===== src/rtl/mod_arith_pkg.sv =====
// Shared definitions for the modular-arithmetic datapath blocks.
//   state_e    : sequencer states of the iterative multiplier
//   cnt_width  : width of a bit-index counter able to address dw bits
package mod_arith_pkg;

    typedef enum logic [1:0] {
        IDLE = 2'd0,
        BUSY = 2'd1,
        DONE = 2'd2
    } state_e;

    function automatic int cnt_width(input int dw);
        return $clog2(dw);
    endfunction

endpackage


===== src/rtl/mod_reduce_add.sv =====
// One modular add step: r = (x + y) reduced once against m.
// The sum is formed at DATA_WIDTH+1 bits so the carry is kept. It is
// truncated only after the conditional subtract. Exact when x, y < m.
//   x, y : addends (DATA_WIDTH)
//   m    : modulus (DATA_WIDTH)
//   r    : reduced sum (DATA_WIDTH)
module mod_reduce_add #(
    parameter int DATA_WIDTH = 8
) (
    input  logic [DATA_WIDTH-1:0] x,
    input  logic [DATA_WIDTH-1:0] y,
    input  logic [DATA_WIDTH-1:0] m,
    output logic [DATA_WIDTH-1:0] r
);

    logic [DATA_WIDTH:0] sum;

    assign sum = {1'b0, x} + {1'b0, y};
    assign r   = (sum >= {1'b0, m}) ? DATA_WIDTH'(sum - {1'b0, m})
                                    : sum[DATA_WIDTH-1:0];

endmodule


===== src/rtl/mod_mult_iter.sv =====
// Iterative modular multiplier: out = (a * b) mod modulant.
// Interleaved double-and-add, one bit of b per cycle, MSB first.
// Result appears DATA_WIDTH cycles after accept. For a modulus below 2
// the result is 0 and appears in the cycle after accept.
//   clk, rst_n           : clock, async active-low reset
//   in_valid / in_ready  : operand handshake (a, b, modulant)
//   out_valid / out_ready: result handshake (out)
module mod_mult_iter
    import mod_arith_pkg::*;
#(
    parameter int DATA_WIDTH = 8
) (
    input  logic                  clk,
    input  logic                  rst_n,
    input  logic                  in_valid,
    output logic                  in_ready,
    input  logic [DATA_WIDTH-1:0] a,
    input  logic [DATA_WIDTH-1:0] b,
    input  logic [DATA_WIDTH-1:0] modulant,
    output logic                  out_valid,
    input  logic                  out_ready,
    output logic [DATA_WIDTH-1:0] out
);

    localparam int CNT_WIDTH = cnt_width(DATA_WIDTH);

    state_e                state_q, state_d;
    logic [DATA_WIDTH-1:0] a_q, a_d, b_q, b_d, m_q, m_d;
    logic [DATA_WIDTH-1:0] acc_q, acc_d, out_q, out_d;
    logic [CNT_WIDTH-1:0]  cnt_q, cnt_d;
    logic [DATA_WIDTH-1:0] dbl, dbl_add, acc_step;

    // Doubling stage, then add-multiplicand stage. Both use the same reducer.
    mod_reduce_add #(.DATA_WIDTH(DATA_WIDTH)) u_dbl (
        .x (acc_q), .y (acc_q), .m (m_q), .r (dbl)
    );
    mod_reduce_add #(.DATA_WIDTH(DATA_WIDTH)) u_add (
        .x (dbl), .y (a_q), .m (m_q), .r (dbl_add)
    );

    assign acc_step = b_q[cnt_q] ? dbl_add : dbl;

    always_comb begin
        state_d = state_q;
        a_d     = a_q;
        b_d     = b_q;
        m_d     = m_q;
        acc_d   = acc_q;
        cnt_d   = cnt_q;
        out_d   = out_q;
        case (state_q)
            IDLE: begin
                if (in_valid) begin
                    a_d   = a;
                    b_d   = b;
                    m_d   = modulant;
                    acc_d = '0;
                    cnt_d = CNT_WIDTH'(DATA_WIDTH - 1);
                    if (modulant < DATA_WIDTH'(2)) begin
                        // mod 0 and mod 1 are defined as 0. Skip iterating.
                        state_d = DONE;
                        out_d   = '0;
                    end else begin
                        state_d = BUSY;
                    end
                end
            end
            BUSY: begin
                acc_d = acc_step;
                if (cnt_q == '0) begin
                    state_d = DONE;
                    out_d   = acc_step;
                end else begin
                    cnt_d = cnt_q - 1'b1;
                end
            end
            DONE: begin
                if (out_ready) state_d = IDLE;
            end
            default: state_d = IDLE;
        endcase
    end

    always_ff @(posedge clk or negedge rst_n) begin
        if (!rst_n) begin
            state_q <= IDLE;
            a_q     <= '0;
            b_q     <= '0;
            m_q     <= '0;
            acc_q   <= '0;
            cnt_q   <= '0;
            out_q   <= '0;
        end else begin
            state_q <= state_d;
            a_q     <= a_d;
            b_q     <= b_d;
            m_q     <= m_d;
            acc_q   <= acc_d;
            cnt_q   <= cnt_d;
            out_q   <= out_d;
        end
    end

    // The result register holds the last result through IDLE.
    assign in_ready  = (state_q == IDLE);
    assign out_valid = (state_q == DONE);
    assign out       = out_q;

endmodule


===== config.mk =====
export PLATFORM = sky130hd
export DESIGN_NAME = mod_mult_iter
export DESIGN_NICKNAME = d
export VERILOG_FILES = /design/src/rtl/mod_arith_pkg.sv /design/src/rtl/mod_reduce_add.sv /design/src/rtl/mod_mult_iter.sv
export SDC_FILE = /design/constraint.sdc
export NUM_CORES = 1
export LEC_CHECK = 0
export ABC_AREA = 1
export CORE_MARGIN = 4
export CORE_UTILIZATION = 45
export CTS_BUF_LIST = sky130_fd_sc_hd__clkbuf_16
export CTS_CLUSTER_SIZE = 30
export DETAILED_ROUTE_END_ITERATION = 12
export PLACE_DENSITY = 0.62
export SYNTH_ARGS = -nofsm -noshare
export SYNTH_HDL_FRONTEND = slang
export SYNTH_HIERARCHICAL = 1
export SYNTH_SLANG_ARGS = --single-unit

===== constraint.sdc =====
create_clock -name clk -period 6.14 [get_ports clk]
set_input_delay 0.614 -clock clk [delete_from_list [all_inputs] [get_ports clk]]
set_output_delay 0.614 -clock clk [all_outputs]
set_load 0.005 [all_outputs]

==> summary.md, run 1 <==
| Metric | Value |
|---|---|
| Yosys warning count | 6 |
| Fmax | 0.192 GHz |
| Post-CTS setup buffer count | 0 |
| CTS Root Cell | clkbuf_16 |
| Critical Path Sink Type | flop |
| Clock slew at reported path FFs | 0.06 ns |
| Final Critical Period | 5.21 ns |
| Vias in the first global route | 3,502 |
| DRC violations left | 0 |
| Cell area after synthesis | 3960 µm² |
| Max_slew headroom | 0.335 |
| Nets | 686 |
| Routed Wire Length | 9.70 mm |
| Crit path kind | flop to flop |
| Ant diodes | 0 |
| Final Cycle Share | 0.848 |
| Hold-fix buffers, CTS | 0 |
| Clock skew | 0.00629 ns |
| Worst Setup Start Kind | flop |
| 1st-iter DRT viols | 168 |
| Post-synthesis sequential area ratio | 0.285 |
| DP HPWL | 8.02 mm |
| Synth Instances | 582 |
| Max Cap Viol | 0 |
| Synthesized Nets | 648 |
| Layout cell share with drive strength beyond 1 | 0.103 |
| # placed instances | 718 |
| Run status | finished clean |
| Worst EP required | 6.31 ns |
| Flops & latches, synth | 45 |
| Avg Inst Size Synth | 6.80 µm² |
| Non-filler instance count after layout | 726 |
| CORE AREA | 8380 µm² |
| DRT antenna net count | 0 |
| Post-cts resize count | 0 |
| Num Clock Sinks | 45 |
| Post-layout util | 0.545 |
| Die Ht | 102 µm |
| Setup_tns | 0 ns |
| Routed WL per cell | 13.4 µm |
| Yosys cell types | 32 |
| Num ports | 38 |
| Worst Path Arrival | 5.37 ns |
| Vias | 3,557 |
| Worst-path fanout max | 9 |
| GRT Overall Usage | 0.203 |
| Gpl congestion | 0.928 |
| DR pass1 iterations | 4 |
| P&R area growth vs syn | 15.4% |
| Slew Viols, Final | 0 |
| Die ar. | 10,400 µm² |
| Via/cell ratio | 4.90 |
| H-tree depth | 2 |
| Final Hold Viols | 0 |
| Crit path top cell by count | nand2_1 |
| Worst-skew pair later-pin latency | 0.28 ns |
| Rows | 33 |
| Setup violators final | 0 |
| Least-Margin Pin Slew | 0.998 ns |
| Port Buffers | 37 |
| TritonCTS clock tree | done |
| RSZ-0062 raised after global routing | no |
| Initial core utilization | 0.472 |
| Clock Path Buffers | 2 |
| Grt ovf | 0 |
| Die width | 102 µm |
| Inserted Clock Buffers | 5 |
| Worst path max stage delay | 0.44 ns |
| Crit path max-delay cell type | fa_1 |
| Pin count of the biggest net entering global routing | 46 |
| First-pass GRT wire length | 16.6 mm |
| Hold Path Class | flop to flop |
| Initial antenna violation count | 0 |
## Yosys cell counts (all sizes together)
cell type,count,area share
nor3,1,0.0013
nand4,5,0.0079
a21oi,14,0.027
clkinv,2,0.0022
nand3,75,0.11
inv,91,0.087
o31ai,1,0.0019
xor2,12,0.028
dfrtp,45,0.28
o21bai,1,0.0019
o21ai,15,0.022
or2,1,0.0016
clkbuf,1,0.00095
ha,34,0.11
nor2,27,0.031
fa,4,0.020
nand2,248,0.26
buf,5,0.0063
## worst max-delay path: cells and delay by family (launching register included)
family | cells | cell delay (ns)
and+or+nand+nor | 22 | 1.94
adders and majority gates | 6 | 2.03
DFF | 1 | 0.40
AOI/OAI and AO/OA | 2 | 0.33
xor gates and xnor gates | 2 | 0.37
## logic make-up (layout without fill, tap and decap cells)
group                      count (synthesis)  in the layout  synth area share
buffers and inverters                     99            138            0.0965
DFF                                       45             45             0.285
AOI/OAI and AO/OA                         31             31            0.0528
xor gates and xnor gates                  12             12            0.0285
adders and majority gates                 38             38             0.128
and+or+nand+nor                          357            357             0.410
## final cells by class
type	instances	area, µm²
tap	105	131
timing repair buffer	37	365
fill	832	3820
sequential	45	1130
multi-input combinational	438	2450
clock inverter	3	16.3
inverter	93	353
clock buffer	5	125
## layout by cell type (no fill, tap or decap), types with 2 or more instances in the layout
| master | netlist | final |
|---|---|---|
| xor2_1 | 11 | 11 |
| nand3_2 | 4 | 4 |
| a21oi_4 | 2 | 2 |
| nand2_1 | 223 | 223 |
| clkbuf_16 | 0 | 5 |
| o21ai_1 | 5 | 5 |
| clkinv_1 | 1 | 3 |
| inv_2 | 9 | 9 |
| clkdlybuf4s50_1 | 0 | 36 |
| nor2_2 | 5 | 5 |
| o21ai_0 | 9 | 9 |
| nand3_1 | 68 | 68 |
| ha_1 | 34 | 34 |
| nand4_1 | 5 | 5 |
| fa_1 | 4 | 4 |
| nand2_4 | 6 | 6 |
| nor2_1 | 21 | 21 |
| inv_1 | 81 | 81 |
| nand2_2 | 19 | 19 |
| nand3_4 | 3 | 3 |
| dfrtp_1 | 45 | 45 |
| a21oi_2 | 4 | 4 |
| a21oi_1 | 8 | 8 |
## layer usage
layer,vias up,global-route usage,wire length [µm]
met1,1586,0.289,4880
met3,11,0.0282,367
li1,1892,-,-
met5,-,0,0
met4,0,0.0573,173
met2,68,0.324,4280
## stage by stage
stage	instance area (µm²)	hold WS, ns	setup slack (ns)
after floorplan	3960	0.318	1.50
after global placement	4420	0.470	1.07
after detailed placement	4420	0.471	0.952
after CTS	4560	0.487	0.939
after global routing	4560	0.528	0.500
final	4560	0.482	0.932
## path summary, 6_finish.rpt
| path | depth (start not counted) | start | slack, ns | endpoint |
|---|---|---|---|---|
| min in group asynchronous | 1 | rst_n | 0.49 | b_q[1] |
| max in group asynchronous | 1 | rst_n | 5.02 | out[7] |
| min reg2reg | 2 | out[7] | 0.48 | out[7] |
| max reg2reg | 32 | acc_q[0] | 0.93 | out[5] |
| min | 2 | out[7] | 0.48 | out[7] |
| max | 32 | acc_q[0] | 0.93 | out[5] |
## registers in the layout, indices dropped and copies added (netlist names)
register	flops
a_q	8
acc_q	8
b_q	8
cnt_q	3
m_q	8
out	8
state_q	2
Power of run 1 is not shown: default switching activity piles up to over one toggle a cycle in this logic, so the estimate is an artifact.
==> run 2, diff against run 1 <==
==> constraint.sdc (replaced) <==
create_clock -name clk -period 4.8 [get_ports clk]
set_input_delay 0.48 -clock clk [delete_from_list [all_inputs] [get_ports clk]]
set_output_delay 0.48 -clock clk [all_outputs]
set_load 0.005 [all_outputs]
==> run 2 against run 1 <==
Against the previous run: sequential share of layout area shrank 4.0 points; final area rose by 19%; sequential cell count unchanged; final cell count is 7.3% higher; register-to-register slack got worse by 0.88 ns; die area stayed put; clock skew shrank 0.0013 ns; first-iteration DRC count rose by 54%; via count is 10% higher; maximum frequency grew 9.7%; clock-buffer cell count did not move.
==> summary.md, run 2 (same netlist as run 1, synthesis figures left out) <==
| Metric | Value |
|---|---|
| Worst Path Arrival | 4.92 ns (was 5.37 ns) |
| First-pass GRT wire length | 17.9 mm (was 16.6 mm) |
| CTS Root Cell | clkbuf_16 (unchanged) |
| Vias in the first global route | 3,797 (was 3,502) |
| Clock Path Buffers | 2 (unchanged) |
| Num Clock Sinks | 45 (unchanged) |
| Initial core utilization | 0.472 (unchanged) |
| DRT antenna net count | 0 (unchanged) |
| Layout cell share with drive strength beyond 1 | 0.289 (was 0.103) |
| Routed length on met3 | 453 µm (was 367 µm) |
| Highest Signal Layer | met4 (unchanged) |
| Grt ovf | 0 (unchanged) |
| Post-layout util | 0.650 (was 0.545) |
| Crit path max-delay cell type | fa_2 (was fa_1) |
| Worst Setup Start Kind | flop (unchanged) |
| Commonest non-fill, non-tap cells in the layout | nand2_1, inv_1, buf_4 (was nand2_1, inv_1, nand3_1) |
| Clock slew at reported path FFs | 0.06 ns (about the same) |
| Via/cell ratio | 5.03 (was 4.90) |
| Routed WL per cell | 14.3 µm (was 13.4 µm) |
| DR pass1 iterations | 5 (was 4) |
| Worst reg2reg path depth | 32 (unchanged) |
| Final worst slack | 0.0543 ns (was 0.932 ns) |
| Routed Wire Length | 11.1 mm (was 9.70 mm) |
| Worst EP required | 4.97 ns (was 6.31 ns) |
| Max_slew headroom | 0.340 (was 0.335) |
| H-tree depth | 2 (unchanged) |
| Die Ht | 102 µm (unchanged) |
| Clock skew | 0.00495 ns (was 0.00629 ns) |
| GRT Overall Usage | 0.218 (was 0.203) |
| Least-Margin Pin Slew | 0.991 ns (was 0.998 ns) |
| Max Cap Viol | 0 (unchanged) |
| Die width | 102 µm (unchanged) |
| Wl on met1 | 5.07 mm (was 4.88 mm) |
| Run status | finished clean (unchanged) |
| Crit path top cell by count | nand2_2 (was nand2_1) |
| Most common cell after layout, fill and taps aside | nand2_1 (unchanged) |
| Post-Place Setup Slack | -0.269 ns (was 0.952 ns) |
| Gpl congestion | 0.970 (was 0.928) |
| Die ar. | 10,400 µm² (unchanged) |
| Metal2 WL | 5.36 mm (was 4.28 mm) |
| DP HPWL | 8.49 mm (was 8.02 mm) |
| Critical Path Sink Type | flop (unchanged) |
| Reg2reg end | out[5] (unchanged) |
| Fmax | 0.211 GHz (was 0.192 GHz) |
| Nets | 741 (was 686) |
| Inserted Clock Buffers | 5 (unchanged) |
| Num ports | 38 (unchanged) |
| Rows | 33 (unchanged) |
| RSZ-0062 raised after global routing | yes (was no) |
| Crit path kind | flop to flop (unchanged) |
| Final Hold Viols | 0 (unchanged) |
| Worst-path fanout max | 7 (was 9) |
| Setup violators final | 0 (unchanged) |
| Ant diodes | 0 (unchanged) |
| Final Cycle Share | 0.989 (was 0.848) |
| Reg2Reg Setup Slack | 0.05 ns (was 0.93 ns) |
| P&R area growth vs syn | 37.6% (was 15.4%) |
| Final Critical Period | 4.75 ns (was 5.21 ns) |
| Port Buffers | 37 (unchanged) |
| CORE AREA | 8380 µm² (unchanged) |
| 1st-iter DRT viols | 258 (was 168) |
| Vias | 3,920 (was 3,557) |
| TritonCTS clock tree | done (unchanged) |
| Initial antenna violation count | 0 (unchanged) |
| Non-filler instance count after layout | 779 (was 726) |
| Reg2reg start | acc_q[0] (unchanged) |
| Slew Viols, Final | 0 (unchanged) |
| DRC violations left | 0 (unchanged) |
| Worst-skew pair later-pin latency | 0.28 ns (about the same) |
| Worst path max stage delay | 0.46 ns (was 0.44 ns) |
| Hold Path Class | input port to asynchronous set/reset pin (was flop to flop) |
| Pin count of the biggest net entering global routing | 46 (unchanged) |
| # placed instances | 760 (was 718) |
==> run 2: cell count changes in the layout (fill, tap and decap cells not counted), sizes merged <==
cell,change
buf,+55
clkinv,-1
inv,-1
==> run 2: critical path: cells and delay by family (launching register included) <==
kind                     cells  cell delay (ns)
adder cells (fa/ha/maj)      6             1.72
flip-flops                   1             0.40
AO/OA/AOI/OAI                2             0.28
XOR/XNOR                     2             0.41
AND/OR/NAND/NOR             22             1.82
==> run 2: how the worst max path moves through the flow <==
stage | from | endpoint | cells past startpoint
after floorplan | acc_q[0] | out[6] | 33
after global placement | acc_q[0] | out[5] | 32
after detailed placement | acc_q[0] | out[4] | 30
after CTS | acc_q[0] | out[0] | 32
after global routing | acc_q[0] | out[0] | 33
final | acc_q[0] | out[5] | 32
==> run 2: layer usage <==
metal	track usage	vias to the layer above
met4	0.0634	0
met2	0.367	81
li1	-	1992
met3	0.0275	17
met1	0.294	1830
met5	0	-
==> run 2: area by class of cell <==
type | instances | area (µm²)
Clock buffer | 5 | 125
Clock inverter | 1 | 5.00
Fill cell | 757 | 2940
Inverter | 93 | 355
Multi-Input combinational cell | 438 | 2920
Sequential cell | 45 | 1130
Tap cell | 105 | 131
Timing Repair Buffer | 92 | 782
==> run 2: what timing repair did <==
item	4_1_cts	5_1_grt
gates resized for setup	22	70
pin swaps	14	63
endpoints found under the setup margin	16	16
buffers inserted	5	8
hold buffers	0	0
==> run 2: metrics by stage <==
stage / area, µm² / TNS, ns / hold WS [ns]
floorplan: 3960 / 0 / 0.184
global placement: 4740 / -1.80 / 0.463
detailed placement: 4740 / -3.27 / 0.466
CTS: 5010 / 0 / 0.396
global route: 5440 / -2.90 / 0.459
finish: 5440 / 0 / 0.364
Power of run 2 is left out for the same reason.
==> run 3, diff against run 2 <==
--- a/config.mk
+++ b/config.mk
@@ -12,6 +12,7 @@
 export CTS_CLUSTER_SIZE = 30
 export DETAILED_ROUTE_END_ITERATION = 12
 export PLACE_DENSITY = 0.62
+export REMOVE_ABC_BUFFERS = 1
 export SYNTH_ARGS = -nofsm -noshare
 export SYNTH_HDL_FRONTEND = slang
 export SYNTH_HIERARCHICAL = 1
==> run 3 against run 2 <==
Against the previous run: final area is 1.3% higher; final cell count is 0.26% higher; clock skew up 0.0028 ns; clock-buffer cell count did not move; setup slack got worse by 0.040 ns; wire length is 2.1% higher; core utilization increased by 0.85 points.
==> summary.md, run 3 (same netlist as run 1, synthesis figures left out) <==
| Metric | Value |
|---|---|
| Top delay family on crit path | simple AND/OR/NAND/NOR gates (unchanged) |
| Clock Path Buffers | 2 (unchanged) |
| Initial antenna violation count | 0 (unchanged) |
| Run status | finished clean (unchanged) |
| Die ar. | 10,400 µm² (unchanged) |
| Vias | 3,976 (was 3,920) |
| Fmax | 0.209 GHz (was 0.211 GHz) |
| Die width | 102 µm (unchanged) |
| GRT Overall Usage | 0.216 (was 0.218) |
| Num Clock Sinks | 45 (unchanged) |
| Die Ht | 102 µm (unchanged) |
| Post-Place Setup Slack | -0.160 ns (was -0.269 ns) |
| Initial core utilization | 0.472 (unchanged) |
| Grt ovf | 0 (unchanged) |
| DRT antenna net count | 0 (unchanged) |
| Hold-fix buffers, CTS | 0 (unchanged) |
| Clock skew | 0.00773 ns (was 0.00495 ns) |
| Non-filler instance count after layout | 781 (was 779) |
| Setup violators final | 0 (unchanged) |
| Most common cell after layout, fill and taps aside | nand2_1 (unchanged) |
| Routed WL per cell | 14.5 µm (was 14.3 µm) |
| Routed Wire Length | 11.4 mm (was 11.1 mm) |
| Slew Viols, Final | 0 (unchanged) |
| Worst EP required | 4.97 ns (about the same) |
| Via/cell ratio | 5.09 (was 5.03) |
| Worst-skew pair later-pin latency | 0.29 ns (was 0.28 ns) |
| Final Hold Viols | 0 (unchanged) |
| Final Cycle Share | 0.997 (was 0.989) |
| Least-Margin Pin Slew | 1.03 ns (was 0.991 ns) |
| Rows | 33 (unchanged) |
| Crit path kind | flop to flop (unchanged) |
| CTS Root Cell | clkbuf_16 (unchanged) |
| TritonCTS clock tree | done (unchanged) |
| Post-route cell area | 5520 µm² (was 5440 µm²) |
| DP HPWL | 8.12 mm (was 8.49 mm) |
| Port Buffers | 37 (unchanged) |
| Clock slew at reported path FFs | 0.07 ns (was 0.06 ns) |
| Commonest non-fill, non-tap cells in the layout | nand2_1, inv_1, buf_4 (unchanged) |
| First-pass GRT wire length | 17.7 mm (was 17.9 mm) |
| Crit path buf inv count | 1 (was 0) |
| Layout cell share with drive strength beyond 1 | 0.291 (was 0.289) |
| Flip-flop and latch area | 1130 µm² (about the same) |
| CORE AREA | 8380 µm² (unchanged) |
| Nets | 741 (unchanged) |
| Critical Path Sink Type | flop (unchanged) |
| Worst-path fanout max | 8 (was 7) |
| Max Cap Viol | 0 (unchanged) |
| # placed instances | 758 (was 760) |
| Hold Path Class | input port to asynchronous set/reset pin (unchanged) |
| Vias in the first global route | 3,787 (was 3,797) |
| Worst Setup Start Kind | flop (unchanged) |
| RSZ-0062 raised after global routing | yes (unchanged) |
| Final Critical Period | 4.79 ns (was 4.75 ns) |
| Pin count of the biggest net entering global routing | 46 (unchanged) |
| Inserted Clock Buffers | 5 (unchanged) |
| Multi-input logic area | 2940 µm² (was 2920 µm²) |
| Filler cells | 712 (was 757) |
| DP Area | 4740 µm² (about the same) |
| Final worst slack | 0.0143 ns (was 0.0543 ns) |
| 1st-iter DRT viols | 304 (was 258) |
| Crit path max-delay cell type | fa_2 (unchanged) |
| DRC violations left | 0 (unchanged) |
| Worst Path Arrival | 4.96 ns (was 4.92 ns) |
| P&R area growth vs syn | 39.4% (was 37.6%) |
| Worst path max stage delay | 0.44 ns (was 0.46 ns) |
| DR pass1 iterations | 6 (was 5) |
| Gpl congestion | 1.03 (was 0.970) |
| H-tree depth | 2 (unchanged) |
| Max_slew headroom | 0.310 (was 0.340) |
| Num ports | 38 (unchanged) |
| Ant diodes | 0 (unchanged) |
## run 3: area by class of cell
type | count | share of cell area
timing repair buffer | 92 | 0.143
tap | 105 | 0.0238
clock buffer | 5 | 0.0227
inverter | 93 | 0.0644
clock inverter | 3 | 0.00771
sequential | 45 | 0.204
multi-input combinational | 438 | 0.534
## run 3: repair_timing
item	CTS	global route
endpoints found under the hold margin	0	0
endpoints found under the setup margin	16	16
setup buffers	3	12
pin swaps	13	47
gates resized for setup	19	73
## run 3: worst paths after layout
path	start	depth (start not counted)	endpoint	slack [ns]
max	acc_q[0]	32	out[3]	0.01
min	rst_n	1	b_q[6]	0.37
max reg2reg	acc_q[0]	32	out[3]	0.01
min reg2reg	out[6]	2	out[6]	0.48
max in group asynchronous	rst_n	1	acc_q[1]	3.71
min in group clk	out[6]	2	out[6]	0.48
## run 3: stage by stage
stage / hold slack, ns / TNS [ns] / utilization
after floorplan: 0.184 / 0 / -
after global placement: 0.467 / -0.378 / 0.565
after detailed placement: 0.468 / -1.61 / 0.565
after CTS: 0.399 / 0 / 0.599
after global routing: 0.454 / -3.05 / 0.658
final: 0.368 / 0 / 0.658
## run 3: layer usage
| layer | share of wire | track usage | wire, µm | up-vias |
|---|---|---|---|---|
| li1 | - | - | - | 2001 |
| met1 | 0.45 | 0.294 | 5130 | 1831 |
| met2 | 0.48 | 0.363 | 5400 | 123 |
| met3 | 0.049 | 0.0282 | 552 | 21 |
| met4 | 0.023 | 0.0552 | 265 | 0 |
| met5 | 0 | 0 | 0 | - |
## run 3: worst reg2reg max path: cells and delay by family (launching register included)
family / cells / cell delay [ns]
buffers and inverters: 1 / 0.15
adder cells (fa/ha/maj): 6 / 1.74
flip-flops: 1 / 0.40
AND/OR/NAND/NOR: 22 / 1.88
XOR/XNOR: 2 / 0.35
AO/OA/AOI/OAI: 1 / 0.14
Power of run 3 is left out for the same reason.
